File: src/rtl/prog_host_pkg.sv
// prog_host_pkg: shared types and constants for the prog_host sequencer.
//   host_state_t : sequencer state encoding (IDLE, LOAD, REQ, RUN, DRAIN)
//   RUNCNT_W     : width of the run_cycles counter
package prog_host_pkg;

  localparam int RUNCNT_W = 16;

  typedef enum logic [2:0] {
    IDLE  = 3'd0,
    LOAD  = 3'd1,
    REQ   = 3'd2,
    RUN   = 3'd3,
    DRAIN = 3'd4
  } host_state_t;

endpackage

File: src/rtl/prog_host_if.sv
// prog_host_if: bundles the prog_host bus signals.
//   ld_*  : preload stream (valid/ready) into data memory
//   mem_* : data-memory port (write strobe, address, write data, comb. read data)
//   req/done : processor start/finish handshake
//   res_* : result stream (valid/ready) drained from data memory
// Modports: master = prog_host side, slave = environment side.
interface prog_host_if #(
  parameter int AW = 8,
  parameter int DW = 8
);
  logic          ld_valid;
  logic          ld_ready;
  logic [AW-1:0] ld_addr;
  logic [DW-1:0] ld_data;

  logic          mem_wr_en;
  logic [AW-1:0] mem_addr;
  logic [DW-1:0] mem_wr_data;
  logic [DW-1:0] mem_rd_data;

  logic          req;
  logic          done;

  logic          res_valid;
  logic          res_ready;
  logic [AW-1:0] res_addr;
  logic [DW-1:0] res_data;
  logic          res_last;

  modport master (
    input  ld_valid, ld_addr, ld_data,
    output ld_ready,
    output mem_wr_en, mem_addr, mem_wr_data,
    input  mem_rd_data,
    output req,
    input  done,
    output res_valid, res_addr, res_data, res_last,
    input  res_ready
  );

  modport slave (
    output ld_valid, ld_addr, ld_data,
    input  ld_ready,
    input  mem_wr_en, mem_addr, mem_wr_data,
    output mem_rd_data,
    input  req,
    output done,
    input  res_valid, res_addr, res_data, res_last,
    output res_ready
  );
endinterface

File: src/rtl/prog_host_watchdog.sv
// host_watchdog: counts cycles while enabled and flags expiry.
//   clk, reset : clock, synchronous active-high reset
//   enable     : count this cycle
//   clear      : restart the count from zero
//   limit      : number of enabled cycles allowed
//   expire     : high during the limit-th enabled cycle (never when limit = 0)
module host_watchdog #(
  parameter int CNT_W = 32
) (
  input  logic             clk,
  input  logic             reset,
  input  logic             enable,
  input  logic             clear,
  input  logic [CNT_W-1:0] limit,
  output logic             expire
);

  logic [CNT_W-1:0] cnt_reg;

  always_ff @(posedge clk) begin
    if (reset || clear) begin
      cnt_reg <= '0;
    end else if (enable && (cnt_reg != '1)) begin
      cnt_reg <= cnt_reg + CNT_W'(1);
    end
  end

  // cnt_reg holds the number of enabled cycles already completed, so the
  // limit-th cycle is the one where it reads limit-1.
  assign expire = enable && (limit != '0) && (cnt_reg == limit - CNT_W'(1));

endmodule

File: src/rtl/prog_host.sv
// prog_host: host-side job sequencer for the processor req/done protocol.
// One job = preload LOAD_N beats into data memory, pulse req, wait for done,
// then stream DRAIN_N result bytes starting at DRAIN_BASE.
// Ports:
//   clk, reset : clock, synchronous active-high reset
//   start      : begin a job (sampled only in IDLE)
//   bus        : prog_host_if.master (preload, memory, req/done, results)
//   busy       : high in every state but IDLE
//   fin        : one-cycle job-complete pulse
//   timeout    : sticky, last job aborted by watchdog
//   run_cycles : RUN-state dwell of the last job, saturating
// Build option: define PROG_HOST_WATCHDOG_EN to abort RUN after TIMEOUT cycles.
module prog_host
  import prog_host_pkg::*;
#(
  parameter int AW         = 8,
  parameter int DW         = 8,
  parameter int LOAD_N     = 64,
  parameter int DRAIN_BASE = 0,
  parameter int DRAIN_N    = 16,
  parameter int TIMEOUT    = 4096
) (
  input  logic                clk,
  input  logic                reset,
  input  logic                start,
  prog_host_if.master         bus,
  output logic                busy,
  output logic                fin,
  output logic                timeout,
  output logic [RUNCNT_W-1:0] run_cycles
);

  // Beat-index constants; each is only compared in the branch where the
  // corresponding count is at least the value implied.
  localparam logic [15:0] LD_LAST = 16'(LOAD_N - 1);
  localparam logic [15:0] DR_PEN  = 16'(DRAIN_N - 2);

  host_state_t          state_reg;
  logic [15:0]          ld_cnt_reg;
  logic [15:0]          dr_cnt_reg;
  logic [AW-1:0]        ptr_reg;
  logic                 ld_ready_reg;
  logic                 req_reg;
  logic                 res_valid_reg;
  logic                 res_last_reg;
  logic                 busy_reg;
  logic                 fin_reg;
  logic                 timeout_reg;
  logic [RUNCNT_W-1:0]  run_cycles_reg;
  logic                 wd_expire;

`ifdef PROG_HOST_WATCHDOG_EN
  host_watchdog #(
    .CNT_W (32)
  ) u_watchdog (
    .clk    (clk),
    .reset  (reset),
    .enable (state_reg == RUN),
    .clear  (state_reg != RUN),
    .limit  (32'(TIMEOUT)),
    .expire (wd_expire)
  );
`else
  // Without the watchdog RUN waits for done forever; TIMEOUT has no effect.
  localparam int timeout_unused = TIMEOUT;
  assign wd_expire = 1'b0;
`endif

  always_ff @(posedge clk) begin
    if (reset) begin
      state_reg      <= IDLE;
      ld_cnt_reg     <= '0;
      dr_cnt_reg     <= '0;
      ptr_reg        <= '0;
      ld_ready_reg   <= 1'b0;
      req_reg        <= 1'b0;
      res_valid_reg  <= 1'b0;
      res_last_reg   <= 1'b0;
      busy_reg       <= 1'b0;
      fin_reg        <= 1'b0;
      timeout_reg    <= 1'b0;
      run_cycles_reg <= '0;
    end else begin
      fin_reg <= 1'b0;
      req_reg <= 1'b0;
      case (state_reg)
        IDLE: begin
          if (start) begin
            ld_cnt_reg     <= '0;
            run_cycles_reg <= '0;
            timeout_reg    <= 1'b0;
            busy_reg       <= 1'b1;
            if (LOAD_N == 0) begin
              state_reg <= REQ;
              req_reg   <= 1'b1;
            end else begin
              state_reg    <= LOAD;
              ld_ready_reg <= 1'b1;
            end
          end
        end
        LOAD: begin
          if (bus.ld_valid) begin
            ld_cnt_reg <= ld_cnt_reg + 16'd1;
            if (ld_cnt_reg == LD_LAST) begin
              state_reg    <= REQ;
              ld_ready_reg <= 1'b0;
              req_reg      <= 1'b1;
            end
          end
        end
        REQ: begin
          // done is deliberately not looked at here.
          state_reg <= RUN;
        end
        RUN: begin
          if (run_cycles_reg != '1) begin
            run_cycles_reg <= run_cycles_reg + RUNCNT_W'(1);
          end
          if (bus.done) begin
            if (DRAIN_N == 0) begin
              state_reg <= IDLE;
              busy_reg  <= 1'b0;
              fin_reg   <= 1'b1;
            end else begin
              state_reg     <= DRAIN;
              ptr_reg       <= AW'(DRAIN_BASE);
              dr_cnt_reg    <= '0;
              res_valid_reg <= 1'b1;
              res_last_reg  <= (DRAIN_N == 1);
            end
          end else if (wd_expire) begin
            state_reg   <= IDLE;
            busy_reg    <= 1'b0;
            fin_reg     <= 1'b1;
            timeout_reg <= 1'b1;
          end
        end
        DRAIN: begin
          if (bus.res_ready) begin
            if (res_last_reg) begin
              state_reg     <= IDLE;
              busy_reg      <= 1'b0;
              fin_reg       <= 1'b1;
              res_valid_reg <= 1'b0;
              res_last_reg  <= 1'b0;
            end else begin
              ptr_reg      <= ptr_reg + AW'(1);
              dr_cnt_reg   <= dr_cnt_reg + 16'd1;
              // Next beat is the last one when the beat just taken was DRAIN_N-2.
              res_last_reg <= (dr_cnt_reg == DR_PEN);
            end
          end
        end
        default: begin
          state_reg <= IDLE;
        end
      endcase
    end
  end

  // Preload writes go straight through to memory in the accepting cycle.
  assign bus.ld_ready    = ld_ready_reg;
  assign bus.mem_wr_en   = ld_ready_reg & bus.ld_valid;
  assign bus.mem_wr_data = bus.mem_wr_en ? bus.ld_data : '0;

  always_comb begin
    bus.mem_addr = '0;
    if (bus.mem_wr_en) begin
      bus.mem_addr = bus.ld_addr;
    end else if (res_valid_reg) begin
      bus.mem_addr = ptr_reg;
    end
  end

  // Result fields come from the held pointer, so they stay put under backpressure.
  assign bus.req       = req_reg;
  assign bus.res_valid = res_valid_reg;
  assign bus.res_last  = res_last_reg;
  assign bus.res_addr  = res_valid_reg ? ptr_reg : '0;
  assign bus.res_data  = res_valid_reg ? bus.mem_rd_data : '0;

  assign busy       = busy_reg;
  assign fin        = fin_reg;
  assign timeout    = timeout_reg;
  assign run_cycles = run_cycles_reg;

endmodule

File: src/flat_wrapper.sv
// flat-port wrapper written by rule: the top's interface ports become plain ports
module prog_host_flat import prog_host_pkg::*;
#(
  parameter int AW         = 8,
  parameter int DW         = 8,
  parameter int LOAD_N     = 64,
  parameter int DRAIN_BASE = 0,
  parameter int DRAIN_N    = 16,
  parameter int TIMEOUT    = 4096
)
  (clk, reset, start, busy, fin, timeout, run_cycles, bus_ld_valid, bus_ld_addr, bus_ld_data, bus_ld_ready, bus_mem_wr_en, bus_mem_addr, bus_mem_wr_data, bus_mem_rd_data, bus_req, bus_done, bus_res_valid, bus_res_addr, bus_res_data, bus_res_last, bus_res_ready);
  prog_host_if #(.AW(AW), .DW(DW)) bus_i ();
  input  logic clk;
  input  logic reset;
  input  logic start;
  output logic busy;
  output logic fin;
  output logic timeout;
  output logic [RUNCNT_W-1:0] run_cycles;
  input wire logic [$bits(bus_i.ld_valid)-1:0] bus_ld_valid;
  input wire logic [$bits(bus_i.ld_addr)-1:0] bus_ld_addr;
  input wire logic [$bits(bus_i.ld_data)-1:0] bus_ld_data;
  output wire logic [$bits(bus_i.ld_ready)-1:0] bus_ld_ready;
  output wire logic [$bits(bus_i.mem_wr_en)-1:0] bus_mem_wr_en;
  output wire logic [$bits(bus_i.mem_addr)-1:0] bus_mem_addr;
  output wire logic [$bits(bus_i.mem_wr_data)-1:0] bus_mem_wr_data;
  input wire logic [$bits(bus_i.mem_rd_data)-1:0] bus_mem_rd_data;
  output wire logic [$bits(bus_i.req)-1:0] bus_req;
  input wire logic [$bits(bus_i.done)-1:0] bus_done;
  output wire logic [$bits(bus_i.res_valid)-1:0] bus_res_valid;
  output wire logic [$bits(bus_i.res_addr)-1:0] bus_res_addr;
  output wire logic [$bits(bus_i.res_data)-1:0] bus_res_data;
  output wire logic [$bits(bus_i.res_last)-1:0] bus_res_last;
  input wire logic [$bits(bus_i.res_ready)-1:0] bus_res_ready;
  assign bus_i.ld_valid = bus_ld_valid;
  assign bus_i.ld_addr = bus_ld_addr;
  assign bus_i.ld_data = bus_ld_data;
  assign bus_ld_ready = bus_i.ld_ready;
  assign bus_mem_wr_en = bus_i.mem_wr_en;
  assign bus_mem_addr = bus_i.mem_addr;
  assign bus_mem_wr_data = bus_i.mem_wr_data;
  assign bus_i.mem_rd_data = bus_mem_rd_data;
  assign bus_req = bus_i.req;
  assign bus_i.done = bus_done;
  assign bus_res_valid = bus_i.res_valid;
  assign bus_res_addr = bus_i.res_addr;
  assign bus_res_data = bus_i.res_data;
  assign bus_res_last = bus_i.res_last;
  assign bus_i.res_ready = bus_res_ready;
  prog_host #(.AW(AW), .DW(DW), .LOAD_N(LOAD_N), .DRAIN_BASE(DRAIN_BASE), .DRAIN_N(DRAIN_N), .TIMEOUT(TIMEOUT)) u_core (.clk(clk), .reset(reset), .start(start), .bus(bus_i), .busy(busy), .fin(fin), .timeout(timeout), .run_cycles(run_cycles));
endmodule
File: config.mk
export PLATFORM = sky130hd
export DESIGN_NAME = prog_host_flat
export DESIGN_NICKNAME = d
export VERILOG_FILES = /design/src/rtl/prog_host_pkg.sv /design/src/rtl/prog_host_if.sv /design/src/rtl/prog_host_watchdog.sv /design/src/rtl/prog_host.sv /design/src/flat_wrapper.sv
export SDC_FILE = /design/constraint.sdc
export NUM_CORES = 1
export LEC_CHECK = 0
export BUFFER_PORTS_ARGS = -buffer_cell sky130_fd_sc_hd__buf_2
export CAP_MARGIN = 25
export CORE_MARGIN = 5
export CORE_UTILIZATION = 40
export CTS_CLUSTER_DIAMETER = 100
export DETAILED_ROUTE_END_ITERATION = 12
export PLACE_DENSITY_LB_ADDON = 0.3
export SLEW_MARGIN = 20
export SYNTH_ARGS = -nofsm -noshare
export SYNTH_HDL_FRONTEND = slang
export SYNTH_SLANG_ARGS = --single-unit
File: constraint.sdc
create_clock -name clk -period 2.55 [get_ports clk]
set_input_delay 0.255 -clock clk [delete_from_list [all_inputs] [get_ports clk]]
set_output_delay 0.255 -clock clk [all_outputs]
set_load 0.02 [all_outputs]
## Yosys cells after proc, flatten, opt, wreduce, memory -nomap -nowiden

Index checks and enable logic that the tools add are counted.

- Output and inout port bits: 56
- Bits in writable memories: 0
- Memories: 0
- Input port bits: 30
- Memory bits (read-only): 0
- Logic and storage cells: 89
- Latch bits: 0
- Bits in registers: 65

- Add/sub/neg operators: 4
- Order comparisons: 0
- Reduce and logical (&&, ||, !) cells: 15
- Shifts and indexed selects: 0
- Divide/modulo/power cells: 0
- Bitwise gates (word level): 5
- Multiplexer cells: 39
- Equality and inequality tests: 15
- Multipliers: 0

Operators by type and width:

| kind | count |
|---|---|
| 2-to-1 mux 16 bit | 6 |
| case mux 16 bit (2 select lines) | 3 |
| 2-to-1 mux 8 bit | 7 |
| adder 16 x 1 -> 16 bit (second input constant) | 3 |
| 2-to-1 mux 3 bit | 6 |
| equality test 16 x 4 -> 1 bit (second input constant) | 1 |
| equality test 16 x 6 -> 1 bit (second input constant) | 1 |
| != test 16 bit (second input constant) | 1 |
| case mux 8 bit (2 select lines) | 1 |
| AND reduction 4 bit | 4 |
| case mux 3 bit (5 select lines) | 1 |
| 2-to-1 mux 1 bit | 11 |
| != test 2 bit (second input constant) | 5 |
| AND reduction 3 bit | 3 |
| adder 8 x 1 -> 8 bit (second input constant) | 1 |
| case mux 1 bit (2 select lines) | 4 |
| nonzero test 2 bit | 4 |
| equality test 3 x 2 -> 1 bit (second input constant) | 2 |
| != test 2 x 1 -> 1 bit (second input constant) | 3 |
| AND reduction 6 bit | 1 |
| OR reduction 3 bit | 2 |
| NOT 1 bit | 4 |
| equality test 3 x 1 -> 1 bit (second input constant) | 1 |
| equality test 3 bit (second input constant) | 1 |
| other kinds (2) | 2 |

## Depth between registers and ports, before layout

Gate-level depths: netlist of the first run.

- Word-level depth: 4
- Gate-level depth with buffers: 7
- Gate-level depth less buffers: 6

## Least setup slack after synthesis of the first run

Ideal clock, no wire load.

- Kind: register to output
- From: register u_core.ld_ready_reg, in the netlist u_core.bus.ld_ready
- To: output bus_mem_addr[0]
- Slack: 736 ps
- Arrival time: 1,559 ps
- Data required time: 2,295 ps
- Buffers on the path: 1
- Cell stages (with the launch flop): 4
- Cells stage by stage: dfxtp_1 > and2_1 > clkbuf_1 > mux2_2

- Cells in the longest elaborated chain, start to end: 2

RTL lines:

| element | line | source |
|---|---|---|
| start: declaration | prog_host.sv:42 | `logic ld_ready_reg;` |
| start signal: assignment | prog_host.sv:75 | `ld_ready_reg <= 1'b0;` |
| start signal: assignment | prog_host.sv:98 | `ld_ready_reg <= 1'b1;` |
| start signal: assignment | prog_host.sv:107 | `ld_ready_reg <= 1'b0;` |
| AND 1 bit | prog_host.sv:164 | `assign bus.mem_wr_en = ld_ready_reg & bus.ld_valid;` |
| net bus_mem_wr_en | flat_wrapper.sv:24 | `output wire logic [$bits(bus_i.mem_wr_en)-1:0] bus_mem_wr_en;` |
| 2-to-1 mux 8 bit | prog_host.sv:169 | `if (bus.mem_wr_en) begin` |
| end: declaration | flat_wrapper.sv:25 | `output wire logic [$bits(bus_i.mem_addr)-1:0] bus_mem_addr;` |

The timed path passes the listed nets, and every way through them passes these cells.

## Final worst setup path of the first run

- From: register u_core.state_reg[1]
- To: register u_core.dr_cnt_reg[9]

- Cells in the longest elaborated chain, start to end: 3
- Elaborated cells between the ends (all ways): 8
- Classes of those cells: 5 x eq/ne; 1 x mux; 2 x reduce/logical

RTL lines:

| element | line | source |
|---|---|---|
| start: declaration | prog_host.sv:38 | `host_state_t state_reg;` |
| start signal: assignment | prog_host.sv:71 | `state_reg <= IDLE;` |
| start signal: assignment | prog_host.sv:94 | `state_reg <= REQ;` |
| start signal: assignment | prog_host.sv:97 | `state_reg <= LOAD;` |
| equality test 3 bit / equality test 3 x 2 -> 1 bit (equally long branches) | prog_host.sv:86 | `case (state_reg)` |
| != test 2 bit (no source line) / nonzero test 2 bit (equally long branches) | - |  |
| AND reduction 4 bit (no source line) | - |  |
| end signal: assignment | prog_host.sv:149 | `dr_cnt_reg <= dr_cnt_reg + 16'd1;` |
| end: declaration | prog_host.sv:40 | `logic [15:0] dr_cnt_reg;` |

Parallel ways exist; a longest one is shown, timed or not.
A chain may end at the register's enable or synchronous reset.

==> results of run 1 <==
logic make-up (layout without fill, tap and decap cells):
family | after synthesis | in the layout | share of synthesized area [%]
AND/OR/NAND/NOR | 192 | 192 | 32.5
AO/OA/AOI/OAI | 113 | 113 | 19.9
flip-flops | 65 | 65 | 36.7
buffers and inverters | 35 | 115 | 3.88
multiplexers | 12 | 12 | 3.71
XOR/XNOR | 6 | 6 | 1.48
adder cells (fa/ha/maj) | 5 | 5 | 1.76
other | 1 | 1 | 0.106
report_power, final:
part	leakage, nW	switching (mW)	internal, mW
clock	0.120	0.409	0.675
sequential	0.524	0.00635	1.02
combinational	1.10	0.0747	0.0493
total	1.74	0.490	1.74
cells in the mapped netlist, types with 4 or more instances:
cell       n  area [sq um]
and4_1    11          96.3
o31ai_1   19           143
clkbuf_1  21          78.8
and3_1    16           100
mux2_2     9           101
nor4_1     6          37.5
nand4_1   15          93.8
o21ai_0   16          80.1
a211oi_1   5          37.5
and2_1    21           131
ha_1       5          62.6
a31oi_1    7          43.8
nand3_1   20           100
or4_1     20           150
o21a_1     4          30.0
or3_1     12          75.1
inv_1      9          33.8
dfxtp_1   65          1300
nor2_1    16          60.1
a21oi_1   47           235
nand2_1   29           109
critical path, stage by stage, from the launching register on:
cell     delay (ns)
dfxtp_1        0.55
and4b_1        0.42
a31oi_2        0.17
buf_4          0.29
or4_1          0.54
a21oi_1        0.18
final timing paths:
kind                               from                     to  slack, ns  depth (start not counted)
setup / recovery    u_core.state_reg[1]   u_core.dr_cnt_reg[9]       0.33                          5
hold / removal            bus_res_ready             u_core.fin       0.24                          3
setup reg to reg    u_core.state_reg[1]   u_core.dr_cnt_reg[9]       0.33                          5
hold reg to reg   u_core.ld_cnt_reg[15]  u_core.ld_cnt_reg[15]       0.48                          2
per-layer routing:
metal	vias to the layer above	routed length, um	GRT usage [%]	share of wire [%]
met5	-	0	0	0
met4	0	88	4.90	0.97
met3	10	441	4.41	4.9
met2	85	4260	26.7	47
met1	1663	4260	21.3	47
li1	1773	-	-	-
layout by cell type (no fill, tap or decap), drive strengths merged, types with 4 or more instances in the layout:
cell and instances:
nand2 29, mux2 9, o31ai 19, o21a 4, a21oi 47, nor2 17
or3 12, buf 90, clkbuf 11, nor4 6, nand4 15, and3 16
inv 9, a31oi 7, and2 21, or2 4, ha 5, nand3 20
a211oi 5, dfxtp 65, o21ai 17, or4 20, and4 11
layout make-up:
| cell class | count | area, sq um |
|---|---|---|
| clock buffer | 11 | 141 |
| clock inverter | 5 | 103 |
| fill | 850 | 4390 |
| inverter | 9 | 33.8 |
| multi-input combinational | 329 | 2110 |
| sequential | 65 | 1300 |
| tap | 108 | 135 |
| timing repair buffer | 90 | 465 |
through the flow:
step	std cells	setup WS, ns	total power [mW]	hold slack [ns]	instance area, sq um
6_report	617	0.329	2.23	0.244	4290
5_1_grt	617	0.149	2.32	0.251	4290
4_1_cts	617	0.320	2.26	0.228	4290
3_5_place_dp	601	0.370	1.17	0.476	4050
3_3_place_gp	601	0.492	1.17	0.457	4050
2_1_floorplan	429	0.736	1.12	0.412	3540
==> results.tsv, run 1 <==
metric	value	unit
io_pins	86	
yosysUniqueCellTypes	53	
grt_max_degree	27	
overflow	0	
synth_area	3540	sq um
rsz0062_at_grt	false	
synthCells	429	
critPathMaxFanout	26	
vias	3531	
ir_worst_vdd	0.000352	V
fp.dieW	104	um
io_buffers	84	
max_cap_violations	0	
layout.nets	539	
grtUsageTotal	16.4	%
core	8680	sq um
max_freq	0.450	GHz
crit_path_end_kind	flop	
grt_pass1_vias	3343	
run_status	complete, no violations	
syn-num-nets	464	
critPathArrivalTime	2.48	ns
cts_tree	built	
clk_latency	0.34	ns
cts_hold_buf	0	
synthFlopType	dfxtp_1	
wire_per_inst	14.7	um
vias_per_cell	5.72	
hold_path_class	in2reg	
htreeDepth	3	
cts_resized	0	
clk_pin_slew	0.07	ns
cts_setup_buffers	0	
synth_edf_count	0	
drtIter0Drc	156	
drv_slew	0	
cts_buffers	9	
start_kind	flop	
first_pass_iters	4	
die_area	10800	sq um
pwr_density_cell	520	nW/um^2
cts_root_buf	clkbuf_8	
crit_type	reg2reg	
fin_worst_skew	0.00903	ns
area_growth	21.1	%
worst_pin_slew	0.619	ns
relSlewSlack	58.4	%
grt_pass1_wl	15400	um
ys_seq_area_share	36.7	%
fin_tns_setup	0	ns
die_height	104	um
finalCritPeriodShare	87.1	%
synth-async-reset-ratio	0	%
finalSetupViolCount	0	
routed_wirelength	9040	um
drc	0	
clock-sinks	65	
dp_hpwl	6530	um
gp_congestion	0.816	
ys_ff_latch	65	
ys_warn_count	0	
fin_util	49.5	%
clk_path_buf_depth	2	
rows	34	
timing.final.crit_period	2.22	ns
hold_viol_final	0	
antenna_found_initial	0	
layout-drive-gt1-share	24.4	%
drtAntennaViolNets	0	
cp_data_required_time	2.81	ns
avgSynthCellArea	8.26	sq um
p_leak	1.74	nW
diodes	0	
initial_core_util	40.8	%
(Power assumes the default switching activity.)
==> run 2, diff against run 1 <==
Settings changed: PLACE_DENSITY set to 0.65, PLACE_DENSITY_LB_ADDON 0.3 to unset.
==> results.tsv, run 2 (synthesis results as in run 1) <==
metric	value	unit
grtUsageTotal	16.6	%
layout-drive-gt1-share	24.2	%
cts_resized	0	
final_cell_mix	buf_2 (84), dfxtp_1 (65), a21oi_1 (47)	
grt_pass1_wl	15500	um
area_growth	19.2	%
p_clk_share	38.8	%
die_area	10800	sq um
grt_pass1_vias	3319	
p_switching	463	uW
swShare	24.6	%
antenna_found_initial	0	
cp_data_required_time	2.81	ns
fp.dieW	104	um
crit_path_end_kind	flop	
start_kind	flop	
dp_hpwl	6580	um
fin_worst_skew	0.00818	ns
clock-sinks	65	
crit_type	reg2reg	
path_cells	and4b_1 -> a31oi_2 -> buf_4 -> or4_1 -> a21oi_1	
power	1.88	mW
vias_per_cell	5.65	
max_cap_violations	0	
max_freq	0.449	GHz
clk_path_buf_depth	2	
rr_endpoint	u_core.dr_cnt_reg[9]	
r2r_setup_slack	0.32	ns
p_leak	1.71	nW
startpoint	u_core.state_reg[1]	
rows	34	
cts_buffers	9	
initial_core_util	40.8	%
wire_per_inst	14.6	um
first_pass_iters	4	
finalCritPeriodShare	87.3	%
die_height	104	um
cpMaxStageDelayCell	dfxtp_1	
path_buf_inv	1	
diodes	0	
relSlewSlack	57.0	%
cts_hold_buf	0	
cp_slowest_stage_delay	0.55	ns
timing.final.crit_period	2.23	ns
overflow	0	
drc	0	
fin_tns_setup	0	ns
htreeDepth	3	
holdWs	0.248	ns
core	8680	sq um
drtAntennaViolNets	0	
grt_max_degree	23	
hold_viol_final	0	
layout.nets	542	
rsz0062_at_grt	false	
clk_latency	0.34	ns
finalSetupViolCount	0	
routed_wirelength	9020	um
cts_tree	built	
endpoint	u_core.dr_cnt_reg[9]	
p_comb_share	6.7	%
io_buffers	84	
drtIter0Drc	144	
fin_ws	0.323	ns
cp.depth	5	
dp_slack	0.346	ns
io_pins	86	
critical-path-top-delay-family	simple AND/OR/NAND/NOR gates	
worstRegToRegCells	5	
ir_worst_vdd	0.000250	V
vias	3502	
clk_pin_slew	0.07	ns
pwr_density_cell	446	nW/um^2
run_status	complete, no violations	
mostFrequentLayoutCell	buf_2	
cts_root_buf	clkbuf_8	
worst_pin_slew	0.643	ns
p_int	1.42	mW
drv_slew	0	
crit-reg2reg-launch	u_core.state_reg[1]	
cts_setup_buffers	0	
hold_path_class	in2reg	
gp_congestion	0.823	
critPathMaxFanout	22	
p_seq_share	54.5	%
critPathArrivalTime	2.49	ns
==> run 2: changes by cell type in the layout (fill, tap and decap cells not counted), sizes merged <==
cell / previous run / this run
buf: 90 / 93
clkbuf: 11 / 13
bufinv: 3 / 0
clkinv: 1 / 2
==> run 2: metrics by stage <==
stage	util (%)	std cells	area [sq um]
2_1_floorplan	-	429	3540
3_3_place_gp	46.9	604	4070
3_5_place_dp	46.9	604	4070
4_1_cts	48.7	620	4230
5_1_grt	48.7	620	4230
6_report	48.7	620	4230
==> run 2: area by class of cell <==
class,instances,area [sq um]
clock buffer,13,139
clock inverter,3,17.5
fill,875,4450
inverter,9,33.8
multi-input combinational,329,2110
sequential,65,1300
tap,108,135
timing repair buffer,93,488
==> run 2: per-layer routing <==
layer	global-route usage, %	wire (um)
met4	3.79	60
met3	5.59	491
met5	0	0
met2	25.5	4110
met1	22.5	4360
==> run 2: worst min path at each step <==
stage / from / to / slack, ns / depth (start not counted)
6_report: bus_res_ready / u_core.fin / 0.25 / 3
5_1_grt: bus_res_ready / u_core.fin / 0.22 / 3
2_1_floorplan: bus_res_ready / u_core.fin / 0.41 / 2
4_1_cts: bus_res_ready / u_core.fin / 0.22 / 3
3_3_place_gp: u_core.busy / u_core.busy / 0.45 / 1
3_5_place_dp: u_core.busy / u_core.busy / 0.47 / 1
==> run 2: worst reg2reg max path: stages, from the launching register on <==
cell     delay (ns)
dfxtp_1        0.55
and4b_1        0.44
a31oi_2        0.17
buf_4          0.29
or4_1          0.52
a21oi_1        0.18
==> run 2: power groups by stage <==
stage	Clock (mW)	Sequential (mW)	Combinational, mW
4_1_cts	0.755	1.03	0.128
5_1_grt	0.815	1.03	0.141
3_5_place_dp	0	1.05	0.127
6_report	0.732	1.03	0.126
3_3_place_gp	0	1.05	0.126
2_1_floorplan	0	1.05	0.0731
